===== src/rtl/uart_pkg.sv =====
// Shared UART constants and transmit state encoding, also used by the matching receiver.
// The PARITY state exists only when UART_TX_PARITY_EN is defined.
package uart_pkg;

  localparam int CLOCKS_PER_BIT          = 1302;
  localparam int CLOCKS_WAIT_FOR_RECEIVE = 651;
  localparam int DATA_WIDTH              = 8;

`ifdef UART_TX_PARITY_EN
  typedef enum logic [2:0] {
    TX_IDLE,
    TX_START,
    TX_DATA,
    TX_PARITY,
    TX_STOP
  } tx_state_t;
`else
  typedef enum logic [1:0] {
    TX_IDLE,
    TX_START,
    TX_DATA,
    TX_STOP
  } tx_state_t;
`endif

  function automatic int timer_width(input int cycles);
    return (cycles > 1) ? $clog2(cycles) : 1;
  endfunction

endpackage


===== src/rtl/sync_fifo.sv =====
// Single-clock FIFO with occupancy count; the head entry is visible on rd_data
// so the consumer can load it on the same edge that pops it.
module sync_fifo #(
  parameter int DEPTH = 16,
  parameter int WIDTH = 8
) (
  input  logic                     clk_50MHz,
  input  logic                     reset,
  input  logic                     push,
  input  logic                     pop,
  input  logic [WIDTH-1:0]         wr_data,
  output logic [WIDTH-1:0]         rd_data,
  output logic                     empty,
  output logic                     full,
  output logic [$clog2(DEPTH):0]   count
);

  localparam int AW = $clog2(DEPTH);
  localparam logic [AW:0] DEPTH_C = (AW+1)'(DEPTH);

  logic [WIDTH-1:0] mem_reg [DEPTH];
  logic [AW-1:0]    wr_ptr_reg;
  logic [AW-1:0]    rd_ptr_reg;
  logic [AW:0]      count_reg;
  logic             push_ok;
  logic             pop_ok;

  assign full    = (count_reg == DEPTH_C);
  assign empty   = (count_reg == '0);
  assign push_ok = push && !full;
  assign pop_ok  = pop && !empty;
  assign count   = count_reg;
  assign rd_data = mem_reg[rd_ptr_reg];

  always_ff @(posedge clk_50MHz) begin
    if (reset) begin
      wr_ptr_reg <= '0;
      rd_ptr_reg <= '0;
      count_reg  <= '0;
    end else begin
      if (push_ok) wr_ptr_reg <= wr_ptr_reg + 1'b1;
      if (pop_ok)  rd_ptr_reg <= rd_ptr_reg + 1'b1;
      if (push_ok && !pop_ok)      count_reg <= count_reg + 1'b1;
      else if (pop_ok && !push_ok) count_reg <= count_reg - 1'b1;
    end
  end

  // Storage carries no reset so it maps onto plain RAM.
  always_ff @(posedge clk_50MHz) begin
    if (push_ok) mem_reg[wr_ptr_reg] <= wr_data;
  end

endmodule


===== src/rtl/uart_tx_fifo.sv =====
// Buffered 8N1 UART transmitter: bytes queue in sync_fifo and a frame FSM drains them onto TXD.
// Define UART_TX_PARITY_EN to insert an even-parity bit between the data bits and the stop bit.
module uart_tx_fifo #(
  parameter int CLOCKS_PER_BIT = uart_pkg::CLOCKS_PER_BIT,
  parameter int FIFO_DEPTH     = 16,
  parameter int DATA_WIDTH     = uart_pkg::DATA_WIDTH
) (
  input  logic                          clk_50MHz,
  input  logic                          reset,
  input  logic [DATA_WIDTH-1:0]         wr_data,
  input  logic                          wr_valid,
  output logic                          wr_ready,
  output logic                          TXD,
  output logic                          busy,
  output logic [$clog2(FIFO_DEPTH):0]   fifo_count,
  output logic                          overflow
);

  import uart_pkg::*;

  localparam int TW = timer_width(CLOCKS_PER_BIT);
  localparam logic [TW-1:0] TIMER_LAST = TW'(CLOCKS_PER_BIT - 1);
  localparam int IW = (DATA_WIDTH > 1) ? $clog2(DATA_WIDTH) : 1;
  localparam logic [IW-1:0] INDEX_LAST = IW'(DATA_WIDTH - 1);

  tx_state_t             state_reg;
  logic [TW-1:0]         timer_reg;
  logic [IW-1:0]         index_reg;
  logic [DATA_WIDTH-1:0] shift_reg;
  logic                  txd_reg;
  logic                  busy_reg;
`ifdef UART_TX_PARITY_EN
  logic                  parity_reg;
`endif

  logic                  fifo_empty;
  logic                  fifo_full;
  logic                  fifo_push;
  logic                  fifo_pop;
  logic [DATA_WIDTH-1:0] fifo_head;
  logic                  bit_done;

  // Readiness depends only on the registered count, so a full FIFO refuses even on a popping cycle.
  assign wr_ready  = !fifo_full && !reset;
  assign fifo_push = wr_valid && wr_ready;
  assign overflow  = wr_valid && !wr_ready && !reset;
  assign fifo_pop  = (state_reg == TX_IDLE) && !fifo_empty && !reset;
  assign bit_done  = (timer_reg == TIMER_LAST);
  assign TXD       = txd_reg;
  assign busy      = busy_reg;

  sync_fifo #(
    .DEPTH (FIFO_DEPTH),
    .WIDTH (DATA_WIDTH)
  ) u_fifo (
    .clk_50MHz (clk_50MHz),
    .reset     (reset),
    .push      (fifo_push),
    .pop       (fifo_pop),
    .wr_data   (wr_data),
    .rd_data   (fifo_head),
    .empty     (fifo_empty),
    .full      (fifo_full),
    .count     (fifo_count)
  );

  always_ff @(posedge clk_50MHz) begin
    if (reset) begin
      state_reg  <= TX_IDLE;
      timer_reg  <= '0;
      index_reg  <= '0;
      shift_reg  <= '0;
      txd_reg    <= 1'b1;
      busy_reg   <= 1'b0;
`ifdef UART_TX_PARITY_EN
      parity_reg <= 1'b0;
`endif
    end else begin
      case (state_reg)
        TX_IDLE: begin
          txd_reg <= 1'b1;
          if (fifo_pop) begin
            shift_reg  <= fifo_head;
`ifdef UART_TX_PARITY_EN
            parity_reg <= ^fifo_head;
`endif
            txd_reg    <= 1'b0;
            timer_reg  <= '0;
            busy_reg   <= 1'b1;
            state_reg  <= TX_START;
          end
        end
        TX_START: begin
          if (bit_done) begin
            timer_reg <= '0;
            index_reg <= '0;
            txd_reg   <= shift_reg[0];
            state_reg <= TX_DATA;
          end else begin
            timer_reg <= timer_reg + 1'b1;
          end
        end
        TX_DATA: begin
          if (bit_done) begin
            timer_reg <= '0;
            if (index_reg == INDEX_LAST) begin
`ifdef UART_TX_PARITY_EN
              txd_reg   <= parity_reg;
              state_reg <= TX_PARITY;
`else
              txd_reg   <= 1'b1;
              state_reg <= TX_STOP;
`endif
            end else begin
              // Bit 0 sits in shift_reg[0], so the next bit to drive is always in [1].
              index_reg <= index_reg + 1'b1;
              shift_reg <= shift_reg >> 1;
              txd_reg   <= shift_reg[1];
            end
          end else begin
            timer_reg <= timer_reg + 1'b1;
          end
        end
`ifdef UART_TX_PARITY_EN
        TX_PARITY: begin
          if (bit_done) begin
            timer_reg <= '0;
            txd_reg   <= 1'b1;
            state_reg <= TX_STOP;
          end else begin
            timer_reg <= timer_reg + 1'b1;
          end
        end
`endif
        TX_STOP: begin
          if (bit_done) begin
            timer_reg <= '0;
            busy_reg  <= 1'b0;
            state_reg <= TX_IDLE;
          end else begin
            timer_reg <= timer_reg + 1'b1;
          end
        end
        default: begin
          txd_reg   <= 1'b1;
          busy_reg  <= 1'b0;
          state_reg <= TX_IDLE;
        end
      endcase
    end
  end

endmodule


===== config.mk =====
export PLATFORM = sky130hd
export DESIGN_NAME = uart_tx_fifo
export DESIGN_NICKNAME = d
export VERILOG_FILES = /design/src/rtl/uart_pkg.sv /design/src/rtl/sync_fifo.sv /design/src/rtl/uart_tx_fifo.sv
export SDC_FILE = /design/constraint.sdc
export NUM_CORES = 1
export LEC_CHECK = 0
export CAP_MARGIN = 20
export CORE_MARGIN = 1.5
export CORE_UTILIZATION = 45
export CTS_CLUSTER_SIZE = 20
export DETAILED_ROUTE_END_ITERATION = 6
export DONT_BUFFER_PORTS = 1
export PLACE_DENSITY = 0.57
export SLEW_MARGIN = 40
export SYNTH_ARGS = -nofsm -noshare
export SYNTH_HDL_FRONTEND = slang
export SYNTH_SLANG_ARGS = --single-unit

===== constraint.sdc =====
create_clock -name clk_50MHz -period 5.15 [get_ports clk_50MHz]
set_clock_uncertainty 0.2 [all_clocks]
set_input_delay 1.03 -clock clk_50MHz [delete_from_list [all_inputs] [get_ports clk_50MHz]]
set_output_delay 1.03 -clock clk_50MHz [all_outputs]
set_load 0.005 [all_outputs]

Word-level counts from Yosys, hierarchy flattened
Memory sizes are Yosys's and may differ from the RTL's. A register that Yosys moved wholly into a read port is not among the register bits.
Index checks and enable logic that the tools add are counted.
{"block": "totals", "register_bits": 39, "latchBits": 0, "mem_bits_rw": 128, "romBits": 0, "input_bits": 11, "out_inout_bits": 9, "n_memories": 1}
{"block": "classes", "add_sub_neg": 6, "n_mul": 0, "n_div": 0, "order_cmp": 0, "n_eq_ne": 12, "shifts": 0, "n_mux": 31, "bitwise": 0, "reduce_logical": 29}
{"memory": "u_fifo.mem_reg", "depth": 16, "width": 8, "rd": 1, "rd_ports_with_merged_regs": 1, "write_ports": 1, "line_no": "sync_fifo.sv:21", "text": "logic [WIDTH-1:0] mem_reg [DEPTH];"}
{"operator": "$mux W8", "n": 3}
{"operator": "$mux W11", "n": 2}
{"operator": "$pmux W11 S2", "n": 1}
{"operator": "$pmux W8 S2", "n": 1}
{"operator": "$add A11 B1 Y11 const B", "n": 1}
{"operator": "$eq A11 B11 Y1 const B", "n": 1}
{"operator": "$logic_and A1 B1 Y1", "n": 10}
{"operator": "$mux W2", "n": 5}
{"operator": "$mux W5", "n": 2}
{"operator": "$ne A2 B2 Y1 const B", "n": 5}
{"operator": "$mux W3", "n": 3}
{"operator": "$add A4 B1 Y4 const B", "n": 2}
{"operator": "$mux W1", "n": 8}
{"operator": "$mux W4", "n": 2}
{"operator": "$pmux W2 S4", "n": 1}
{"operator": "$reduce_and A4 Y1", "n": 2}
{"operator": "$reduce_bool A2 Y1", "n": 4}
{"operator": "$logic_not A1 Y1", "n": 6}
{"operator": "$pmux W3 S2", "n": 1}
{"operator": "$reduce_and A3 Y1", "n": 2}
{"operator": "$add A5 B1 Y5 const B", "n": 1}
{"operator": "$eq A5 B5 Y1 const B", "n": 1}
{"operator": "$logic_not A5 Y1", "n": 1}
{"operator": "$reduce_and A5 Y1", "n": 1}
{"operator": "11 further kinds", "n": 12}

Longest topological paths before layout
Gate-level depths: netlist of run 1.
{"block": "depth", "ltp_word": 9, "mapped_depth": 13, "ltp_nobuf": 12}

Modules after synthesis
A second synthesis of run 1 with hierarchy kept.
{"block": "unflattened", "hier_cells": 481, "hier_area_um2": 7224.4}
{"module": "sync_fifo", "n_inst": 1, "cells_per_inst": 309, "area_each_um2": 5715.5, "seq_area_each_um2": 4184.0}
{"module": "uart_tx_fifo", "n_inst": 1, "cells_per_inst": 172, "area_each_um2": 1508.9, "seq_area_each_um2": 520.5}

Least setup slack after synthesis of run 1
OpenSTA, ideal clock, no wires.
{"block": "synth_path", "kind": "in2reg", "from": "input port reset", "to": "register u_fifo.count_reg[4], in the netlist u_fifo.count[4]", "setup_time_ns": 0.121, "arrival_time_ns": 3.315, "t_required_ns": 4.829, "slack_ns": 1.514, "stages": 10, "path_cell_list": "nand2b_1 -> a21oi_1 -> ha_1 -> inv_1 -> ha_1 -> nor2b_1 -> o21a_1 -> or3_1 -> a21oi_1 -> mux2_2"}
{"block": "synth_between", "elab_chain_len": 7}
{"item": "from (decl)", "line_no": "uart_tx_fifo.sv:9", "text": "input logic reset,"}
{"item": "$logic_not A1 Y1 *", "line_no": "uart_tx_fifo.sv:44", "text": "assign wr_ready = !fifo_full && !reset;"}
{"item": "$logic_and A1 B1 Y1 *", "line_no": "uart_tx_fifo.sv:44"}
{"item": "$logic_and A1 B1 Y1 *", "line_no": "uart_tx_fifo.sv:45", "text": "assign fifo_push = wr_valid && wr_ready;"}
{"item": "$logic_and A1 B1 Y1 *", "line_no": "sync_fifo.sv:30", "text": "assign push_ok = push && !full;"}
{"item": "via u_fifo.push_ok", "line_no": "sync_fifo.sv:25", "text": "logic push_ok;"}
{"item": "$logic_not A1 Y1", "line_no": "sync_fifo.sv:44", "text": "else if (pop_ok && !push_ok) count_reg <= count_reg - 1'b1;"}
{"item": "$logic_and A1 B1 Y1", "line_no": "sync_fifo.sv:44"}
{"item": "$reduce_bool A2 Y1 (no line)"}
{"item": "to (signal assigned)", "line_no": "sync_fifo.sv:43", "text": "if (push_ok && !pop_ok) count_reg <= count_reg + 1'b1;"}
{"item": "to (signal assigned)", "line_no": "sync_fifo.sv:44"}
{"item": "to (decl)", "line_no": "sync_fifo.sv:24", "text": "logic [AW:0] count_reg;"}
Mark *: on every way through the listed nets, which the timed path passes. The rest lies on a longest branch.
A chain may end at the register's enable or synchronous reset.

Final worst setup path of run 1
{"block": "layout_path", "from": "register state_reg[1]", "to": "register u_fifo.count_reg[4], in the netlist u_fifo.count[4]"}
{"block": "layout_between", "elab_chain_len": 7}
{"item": "from (decl)", "line_no": "uart_tx_fifo.sv:26", "text": "tx_state_t state_reg;"}
{"item": "from (signal assigned)", "line_no": "uart_tx_fifo.sv:69", "text": "state_reg <= TX_IDLE;"}
{"item": "from (signal assigned)", "line_no": "uart_tx_fifo.sv:90", "text": "state_reg <= TX_START;"}
{"item": "from (signal assigned)", "line_no": "uart_tx_fifo.sv:98", "text": "state_reg <= TX_DATA;"}
{"item": "$logic_not A2 Y1 *", "line_no": "uart_tx_fifo.sv:47", "text": "assign fifo_pop = (state_reg == TX_IDLE) && !fifo_empty && !reset;"}
{"item": "$logic_and A1 B1 Y1 * (2 in a row)", "line_no": "uart_tx_fifo.sv:47"}
{"item": "$logic_and A1 B1 Y1 *", "line_no": "sync_fifo.sv:31", "text": "assign pop_ok = pop && !empty;"}
{"item": "$logic_not A1 Y1", "line_no": "sync_fifo.sv:43"}
{"item": "$logic_and A1 B1 Y1", "line_no": "sync_fifo.sv:43"}
{"item": "$mux W5 or $reduce_bool A2 Y1 (tied branches)"}
Every way passes the cells marked *; elsewhere a longest branch is shown, timed or not.

==> run summary, run 1 <==
Outcome = finished clean
Reg clk slew, reported paths = 60 ps
Netlist cell types = 50
EDFF count, synth = 128
Drt pass-1 iters = 5
H-tree levels = 4
Rel. slew slack = 0.437
Top cells by area, synth = edfxtp_1 53%, dfxtp_1 12%, mux4_2 8.7%
Register area = 0.00471 mm2
Post-Layout Cell Count = 724
Final Cycle Share = 0.680
Arrival @ worst endpoint = 3610 ps
Unrepaired setup endpoints after global routing = no
DRT iter0 DRCs = 270
Clk root buf = clkbuf_16
Crit path largest cell delay = 480 ps
Reg2reg end = u_fifo.count[4]
Hold_buf cts = 0
Crit path capture type = flip-flop
Largest net degree at the start of global routing = 41
Avg Cell Area, Syn = 14.7 um2
Clk buf depth = 2
Flop2flop setup slack = 1650 ps
Height of the die = 130 um
Area growth from synthesis to layout = 11.4%
Syn_nets = 525
Worst-margin pin slew = 840 ps
Clock sink count = 171
Ys flop type = edfxtp_1
Slowest cell on the critical path = ha_1
Post-synth ARST share = 0
Post-CTS Resized = 0
Slew Limit Fails = 0
ANT nets after route = 0
CP Depth = 12
Hold WC Path Type = reg2reg
Vias per cell = 5.53
Critical path class = reg2reg
Number of fill cells = 1337
Port bufs = 0
Worst setup path startpoint = state_reg[1]
CP dominant cell by count = ha_1
Clk Latency, worst-skew pair = 420 ps
Final hold vios = 0
Via count = 4004
DR DRC count = 0
Number of synthesis warnings = 0
Gpl congestion = 0.803
Max reg flops = 128
First-pass GRT wire length = 22.8 mm
Dpl cells = 692
Switch share = 0.309
GRT Overall Usage = 0.186
Finished layout cell area = 0.00806 mm2
Final setup viols = 0
Cell Int Power = 2770 uW
GR Overflow Total = 0
Total CTS buffers = 17
Synth top area share = 0.531
CP endpoint = u_fifo.count[4]
Post-Route WL = 14.6 mm
Initial antenna violation count = 0
Drt wl/cell = 20.1 um
TritonCTS clock tree = yes
Setup TNS = 0 ps
Worst path top cell family by delay = adder cells
Pleak = 0.00260 uW
Multi-input logic area = 0.00241 mm2
Worst path cell trace = inv_1 -> ha_1 -> o21a_1 -> nand2_1 -> ha_1 -> inv_1 -> ha_1 -> nor2b_1 -> o21a_1 -> or3_1 -> a21oi_1 -> mux2_2
# Max-Cap Violations = 0
FMAX = 0.285 GHz
Synth Register Bits = 171
Clock Power Share = 0.319
Cell count after synthesis = 493
Area after detailed placement = 0.00747 mm2
Horiz. Die Dim = 130 um
Number of global-route vias before repair = 4013
Crit path buffers/inverters = 2
CP startpoint kind = flip-flop
Inserted Diodes = 0
Row count = 46
Share of cells above drive strength 1 = 0.173
Starting density of the core = 0.459
Sequential fraction of design power = 0.426
Min Clock Period, post-route = 3500 ps
Mapped cell area = 0.00723 mm2
Total core area = 0.0158 mm2
Most frequent cells in the layout = 128 x edfxtp_1, 42 x dfxtp_1, 38 x nor2_1
Dpl hpwl = 9.30 mm
Critical Path RT = 5250 ps
Worst VDD drop = 328 uV
R2R depth = 12
Dominant cell type by area after synthesis = edfxtp_1
Reg2reg start = state_reg[1]
Final #Nets = 527
Die ar. = 0.0168 mm2
Pwr per Cell Area = 497 mW/mm2
Most common cell after layout, fill and taps aside = edfxtp_1
Sequential fraction of the synthesis area = 0.650
Hold_sp = shift_reg[2]
Gate power share = 0.255
P_sw = 1240 uW
Worst-path fanout max = 14
# IOs = 20
Post-CTS Setup Repair Bufs = 0
cell families (layout without fill, tap and decap cells):
group,Yosys count,after routing,synth area share
AO/OA/AOI/OAI,76,76,0.0711
multiplexers,46,46,0.112
buffers and inverters,35,50,0.0223
XOR/XNOR,14,14,0.0169
flip-flops,171,171,0.650
adder cells (fa/ha/maj),21,21,0.0374
AND/OR/NAND/NOR,130,130,0.0898
tightest hold or removal path, cell delays in order, from the launching register on:
cell and delay (ps):
dfxtp_1 310, inv_1 50, a311oi_1 60
final cells by class:
cell class / instances / area share
inverter: 13 / 0.00605
clock buffer: 19 / 0.0537
sequential: 171 / 0.584
multi-input combinational: 287 / 0.299
tap: 216 / 0.0335
clock inverter: 13 / 0.0189
timing repair buffer: 5 / 0.00466
per-stage QoR:
step | worst slack [ps] | util | hold slack, ps | power [uW]
global placement | 1310 | 0.471 | 254 | 2730
finish | 1650 | 0.511 | 267 | 4000
detailed placement | 1220 | 0.474 | 258 | 2760
global route | 1380 | 0.511 | 282 | 4210
CTS | 1630 | 0.511 | 269 | 4030
floorplan | 1510 | - | 242 | 2540
layer usage:
layer | GRT usage | vias up | part of all wire
met2 | 0.315 | 81 | 0.50
met3 | 0.0431 | 13 | 0.039
met5 | 0 | - | 0
met4 | 0.0497 | 0 | 0.013
met1 | 0.244 | 2030 | 0.44
li1 | - | 1880 | -
how the worst min path moves through the flow:
stage	to	slack (ps)	cells after the start
2_1_floorplan	shift_reg[1]	240	2
3_3_place_gp	index_reg[1]	250	2
3_5_place_dp	index_reg[2]	260	2
4_1_cts	index_reg[2]	270	2
5_1_grt	index_reg[1]	280	2
6_report	shift_reg[1]	270	2
power by group through the flow:
stage / sequential, uW / combinational [uW] / clock (uW)
floorplan: 1660 / 881 / 0
global placement: 1730 / 998 / 0
CTS: 1710 / 1020 / 1300
global route: 1730 / 1130 / 1350
finish: 1710 / 1020 / 1280
detailed placement: 1740 / 1020 / 0
cell usage after synthesis, drive strengths merged, types with 3 or more instances:
cell type,number
a31oi,7
a221oi,5
edfxtp,128
a211oi,6
clkbuf,13
nand4,6
xor2,6
nor3,4
ha,20
nand2b,12
nor2b,14
mux2i,17
a22oi,5
o21a,3
o21ai,8
and2,4
dfxtp,43
nand2,22
mux4,28
nand3,7
buf,9
a21oi,27
inv,12
a311oi,5
o31ai,4
nor2,50
xnor2,8
Power figures use the tool's default switching activity.
==> inputs of run 2 (changes only) <==
==> constraint.sdc (replaced) <==
create_clock -name clk_50MHz -period 3.6 [get_ports clk_50MHz]
set_clock_uncertainty 0.2 [all_clocks]
set_input_delay 0.72 -clock clk_50MHz [delete_from_list [all_inputs] [get_ports clk_50MHz]]
set_output_delay 0.72 -clock clk_50MHz [all_outputs]
set_load 0.005 [all_outputs]
==> run 2 against run 1 <==
Compared with the run above: combinational power up 49%; sequential power is 40% higher; fmax up 2.4%; sequential share of layout area decreased by 0.96 points; worst setup slack got worse by 1500 ps; clock power up 41%; worst hold slack got worse by 110 ps; highest routed layer unchanged.
==> run summary, run 2 (same netlist as run 1, synthesis figures left out) <==
Outcome = finished clean
Post-CTS Setup Repair Bufs = 0 (unchanged)
H-tree levels = 4 (unchanged)
First-pass GRT wire length = 22.4 mm (-1.6%)
Min Clock Period, post-route = 3420 ps (-83.7 ps)
Critical Path RT = 3710 ps (-1540 ps)
Dpl cells = 713 (+3.0%)
Total CTS buffers = 17 (unchanged)
Unrepaired setup endpoints after global routing = no
Drt pass-1 iters = 4 (-1)
Crit path capture type = flip-flop
# IOs = 20 (unchanged)
Most frequent cells in the layout = 128 x edfxtp_1, 50 x nor2_1, 42 x dfxtp_1
Largest net degree at the start of global routing = 41 (unchanged)
DRT iter0 DRCs = 292 (+8.1%)
Area after detailed placement = 0.00760 mm2 (+1.7%)
Pleak = 0.00271 uW (+4.2%)
Worst-path fanout max = 6 (-8)
Port bufs = 0 (unchanged)
Row count = 46 (unchanged)
Most common cell after layout, fill and taps aside = edfxtp_1
Number of global-route vias before repair = 4107 (+2.3%)
Rel. slew slack = 0.544 (+0.107)
Crit path largest cell delay = 590 ps (+110 ps)
Clk Latency, worst-skew pair = 430 ps (about the same)
Post-Layout Cell Count = 744 (+2.8%)
Final core utilization = 0.519 (+0.00825)
Starting density of the core = 0.459 (unchanged)
Dpl hpwl = 9.51 mm (+2.2%)
Pwr per Cell Area = 697 mW/mm2 (+40%)
Slew Limit Fails = 0 (unchanged)
ANT nets after route = 0 (unchanged)
Gpl congestion = 0.786 (-2.1%)
Drt wl/cell = 19.2 um (-4.7%)
Hold WC Path Type = in2reg
Worst VDD drop = 408 uV (+25%)
CP dominant cell by count = ha_1
TritonCTS clock tree = yes
Slowest cell on the critical path = or4_4
Max reg flops = 128 (unchanged)
Critical path class = reg2reg
Setup TNS = 0 ps (unchanged)
# Max-Cap Violations = 0 (unchanged)
FMAX = 0.292 GHz (+2.4%)
Height of the die = 130 um (unchanged)
Worst-margin pin slew = 682 ps (-157 ps)
Reg clk slew, reported paths = 60 ps (about the same)
Overall power = 5710 uW (+43%)
Inserted Diodes = 0 (unchanged)
Die ar. = 0.0168 mm2 (unchanged)
Clock sink count = 171 (unchanged)
Clk buf depth = 2 (unchanged)
GR Overflow Total = 0 (unchanged)
Arrival @ worst endpoint = 3530 ps (-80 ps)
Initial antenna violation count = 0 (unchanged)
Share of cells above drive strength 1 = 0.180 (+0.00670)
Clk root buf = clkbuf_16
Final hold vios = 0 (unchanged)
Final Cycle Share = 0.950 (+0.270)
CP startpoint kind = flip-flop
Finished layout cell area = 0.00819 mm2 (+1.6%)
Horiz. Die Dim = 130 um (unchanged)
Final #Nets = 548 (+4.0%)
Total core area = 0.0158 mm2 (unchanged)
Final setup viols = 0 (unchanged)
Area growth from synthesis to layout = 13.2%
Via count = 3991 (-0.32%)
Vias per cell = 5.36 (-3.0%)
DR DRC count = 0 (unchanged)
Post-Route WL = 14.3 mm (-2.1%)
GRT Overall Usage = 0.186 (-0.000761)
Worst path cell trace = or4_4 -> o21a_2 -> nand2_1 -> ha_1 -> inv_1 -> ha_1 -> nor2b_1 -> o21a_1 -> or3_1 -> a21oi_1 -> mux2_2
[run 2: per-layer routing]
| metal | global-route usage | wire [um] | up-vias | share of wire |
|---|---|---|---|---|
| met2 | 0.311 | 7380 | 46 | 0.52 |
| met4 | 0.0673 | 154 | 0 | 0.011 |
| met5 | 0 | 0 | - | 0 |
| met1 | 0.235 | 6300 | 2014 | 0.44 |
| met3 | 0.0476 | 453 | 14 | 0.032 |
| li1 | - | - | 1917 | - |
[run 2: timing repair]
item | 4_1_cts | 5_1_grt
gates resized for setup | 0 | 1
hold buffers | 0 | 0
endpoints found under the setup margin | 0 | 1
endpoints found under the hold margin | 0 | 0
[run 2: path summary, 6_finish.rpt]
check | startpoint | to | slack, ps | cells after the start
worst max-delay path | u_fifo.count[0] | u_fifo.count[4] | 180 | 11
worst min-delay path | reset | flip-flop | 160 | 1
worst max register to register | u_fifo.count[0] | u_fifo.count[4] | 180 | 11
worst min register to register | shift_reg[2] | shift_reg[1] | 270 | 2
[run 2: critical path: cells and delay by family (launching register included)]
family | cells | cell delay, ps
multiplexers | 1 | 350
flip-flops | 1 | 380
buffers and inverters | 1 | 120
AO/OA/AOI/OAI | 3 | 610
adder cells (fa/ha/maj) | 2 | 530
AND/OR/NAND/NOR | 4 | 1120
[run 2: where the power goes]
part / internal [uW] / leakage, uW / switching (uW)
Sequential: 2260 / 0.00150 / 137
Combinational: 697 / 0.000922 / 822
Clock: 1030 / 0.000288 / 764
Total: 3990 / 0.00271 / 1720
[run 2: cell type report]
class                           count  area [um2]
Clock buffer                       17         425
Clock inverter                     14         161
Fill cell                        1327        7580
Inverter                           13        48.8
Multi-Input combinational cell    287        2370
Sequential cell                   171        4710
Tap cell                          216         270
Timing Repair Buffer               26         208
[run 2: stage by stage]
stage	hold WS, ps	worst slack [ps]
floorplan	242	274
global placement	249	248
detailed placement	261	151
CTS	134	137
global route	139	36.7
finish	160	180
==> inputs of run 3 (changes only) <==
--- a/config.mk
+++ b/config.mk
@@ -6,7 +6,6 @@
 export NUM_CORES = 1
 export LEC_CHECK = 0
 export CAP_MARGIN = 20
-export CORE_MARGIN = 1.5
 export CORE_UTILIZATION = 45
 export CTS_CLUSTER_SIZE = 20
 export DETAILED_ROUTE_END_ITERATION = 6
@@ -15,4 +14,5 @@
 export SLEW_MARGIN = 40
 export SYNTH_ARGS = -nofsm -noshare
 export SYNTH_HDL_FRONTEND = slang
+export SYNTH_HIERARCHICAL = 1
 export SYNTH_SLANG_ARGS = --single-unit
==> run 3 against run 2 <==
Compared with the run above: power shrank 2.5%; flip-flop and latch count is the same; cell area is 0.37% lower; sequential power hardly changed; combinational power fell by 9%; count of clock-buffer cells in the layout unchanged; via count grew 0.75%; worst hold slack improved by 7.8 ps; worst setup slack improved by 200 ps; non-clock buffer count decreased by 3; clock power is essentially flat; sequential share of layout area increased by 0.21 points.
==> run summary, run 3 <==
Outcome = finished clean
Most frequent cells after synthesis = 128 x edfxtp_1, 43 x dfxtp_1, 40 x nor2_1
Final hold vios = 0 (unchanged)
DR DRC count = 0 (unchanged)
Drt pass-1 iters = 4 (unchanged)
Switch share = 0.297 (-0.00495)
Slowest cell on the critical path = or4_4
Crit path largest cell delay = 620 ps (+30 ps)
GRT Overall Usage = 0.190 (+0.00413)
Sequential fraction of design power = 0.428 (+0.009)
Number of global-route vias before repair = 3972 (-3.3%)
Die ar. = 0.0166 mm2 (-1.7%)
Avg Cell Area, Syn = 15.0 um2 (+2.4%)
First-pass GRT wire length = 22.6 mm (+0.58%)
Worst VDD drop = 433 uV (+6.0%)
Post-Layout Cell Count = 720 (-3.2%)
Clock sink count = 171 (unchanged)
Critical path class = reg2reg
Inserted Diodes = 0 (unchanged)
Pleak = 0.00272 uW (+0.39%)
Synth Register Bits = 171 (unchanged)
Total core area = 0.0154 mm2 (-2.2%)
Worst path cell trace = or4_4 -> nor2_1 -> nor3b_1 -> o21a_1 -> ha_1 -> inv_1 -> ha_1 -> a21oi_1 -> a211oi_1 -> a31oi_1 -> mux2_2
Dpl cells = 688 (-3.5%)
Final Cycle Share = 0.894 (-0.0559)
Slew Limit Fails = 0 (unchanged)
ANT nets after route = 0 (unchanged)
Reg clk slew, reported paths = 60 ps (about the same)
WL met3 = 366 um (-19%)
Register area = 0.00471 mm2 (unchanged)
Unrepaired setup endpoints after global routing = no
Top cells by area, synth = edfxtp_1 53%, dfxtp_1 12%, mux4_2 10%
Number of synthesis warnings = 6 (+6)
Row count = 45 (-2.2%)
Hold_buf cts = 0 (unchanged)
Height of the die = 129 um (-0.84%)
Total CTS buffers = 17 (unchanged)
Netlist cell types = 56 (+12%)
Cell count after synthesis = 481 (-2.4%)
EDFF count, synth = 128 (unchanged)
Gpl congestion = 0.772 (-1.8%)
Area growth from synthesis to layout = 12.9%
Met1 wire length = 6.89 mm (+9.4%)
Syn_nets = 512 (-2.5%)
Pwr per Cell Area = 682 mW/mm2 (-2.2%)
Final #Nets = 527 (-3.8%)
Count leader, synth = edfxtp_1
TritonCTS clock tree = yes
Most frequent cells in the layout = 128 x edfxtp_1, 42 x dfxtp_1, 35 x nor2_1
Worst-path fanout max = 8 (+2)
# Max-Cap Violations = 0 (unchanged)
Dominant cell type by area after synthesis = edfxtp_1
Max reg flops = 128 (unchanged)
H-tree levels = 4 (unchanged)
Starting density of the core = 0.468 (+0.00955)
Rel. slew slack = 0.450 (-0.0942)
Clk root buf = clkbuf_16
Crit path capture type = flip-flop
Post-Route WL = 14.3 mm (about the same)
Crit path buffers/inverters = 1 (unchanged)
Setup TNS = 0 ps (unchanged)
CP dominant cell by count = ha_1
Via count = 4021 (+0.75%)
DRT iter0 DRCs = 246 (-16%)
Critical Path RT = 3710 ps (about the same)
# IOs = 20 (unchanged)
Min Clock Period, post-route = 3220 ps (-201 ps)
Largest net degree at the start of global routing = 44 (+7.3%)
FMAX = 0.311 GHz (+6.3%)
Vias per cell = 5.58 (+4.1%)
Dpl hpwl = 9.36 mm (-1.6%)
Most common cell after layout, fill and taps aside = edfxtp_1
CP startpoint kind = flip-flop
P_sw = 1650 uW (-4.1%)
Cell Int Power = 3910 uW (-1.8%)
Sequential fraction of the synthesis area = 0.651 (+0.000901)
Post-synth ARST share = 0 (unchanged)
Horiz. Die Dim = 129 um (-0.84%)
Drt wl/cell = 19.8 um (+3.3%)
Multi-input logic area = 0.00238 mm2 (+0.32%)
Port bufs = 0 (unchanged)
Arrival @ worst endpoint = 3330 ps (-200 ps)
Synth top area share = 0.532 (+0.000736)
Clock Power Share = 0.325 (+0.010)
Final setup viols = 0 (unchanged)
Clk buf depth = 2 (unchanged)
Top routing layer used = met4
GR Overflow Total = 0 (unchanged)
Share of cells above drive strength 1 = 0.196 (+0.0165)
Hold WC Path Type = in2reg
Mapped cell area = 0.00722 mm2 (-0.14%)
Clk Latency, worst-skew pair = 420 ps (about the same)
Ys flop type = edfxtp_1
Number of fill cells = 1281 (-3.5%)
Gate power share = 0.247 (-0.019)
Routed wl met2 = 6.90 mm (-6.5%)
Worst path top cell family by delay = simple AND/OR/NAND/NOR gates
Initial antenna violation count = 0 (unchanged)
Worst-margin pin slew = 822 ps (+139 ps)
## run 3: kinds of logic after synthesis
family	count (synthesis)	share of synthesized area
flip-flops	171	0.651
AND/OR/NAND/NOR	117	0.0797
AO/OA/AOI/OAI	81	0.0816
multiplexers	44	0.117
buffers and inverters	37	0.0220
adder cells (fa/ha/maj)	20	0.0357
XOR/XNOR	11	0.0133
## run 3: metal layers
metal	vias up	global-route usage
met3	6	0.0495
met2	44	0.301
met4	0	0.0505
met1	2064	0.260
met5	-	0
li1	1907	-
## run 3: final timing paths
| path | start | to | slack [ps] | cells past startpoint |
|---|---|---|---|---|
| worst min-delay path | reset | flip-flop | 170 | 1 |
| worst min register to register | timer_reg[10] | timer_reg[10] | 270 | 1 |
| worst max-delay path | u_fifo/count[0] | u_fifo/count[4] | 380 | 11 |
| worst max register to register | u_fifo/count[0] | u_fifo/count[4] | 380 | 11 |
## run 3: layout make-up
cell class	instances	share of cell area
clock inverter	15	0.0201
clock buffer	17	0.0521
timing repair buffer	23	0.0227
multi-input combinational	273	0.291
inverter	10	0.00460
tap	211	0.0324
sequential	171	0.577
## run 3: stage by stage
stage | utilization | area, um2 | total power [uW] | hold slack, ps | worst slack (ps)
after floorplan | - | 7220 | 3460 | 233 | 249
after detailed placement | 0.490 | 7560 | 3790 | 259 | 266
after global placement | 0.490 | 7550 | 3760 | 253 | 323
final | 0.529 | 8160 | 5560 | 168 | 381
after global routing | 0.529 | 8160 | 5870 | 149 | 130
after CTS | 0.528 | 8150 | 5600 | 142 | 254
## run 3: worst register-to-register path: stages (launching register included)
cell and delay, ps:
dfxtp_1 380, or4_4 620, nor2_1 190, nor3b_1 120, o21a_1 130, ha_1 210
inv_1 150, ha_1 300, a21oi_1 200, a211oi_1 90, a31oi_1 170, mux2_2 340
## run 3: power by group through the flow
stage,registers (uW),clock network [uW],logic [uW]
after floorplan,2360,0,1110
after global placement,2420,0,1340
after detailed placement,2430,0,1360
after CTS,2380,1850,1370
after global routing,2400,1930,1540
final,2380,1810,1380
## run 3: timing repair
item | CTS | global route
setup endpoints to repair | 0 | 1
resized for setup | 0 | 1
setup buffers | 0 | 0
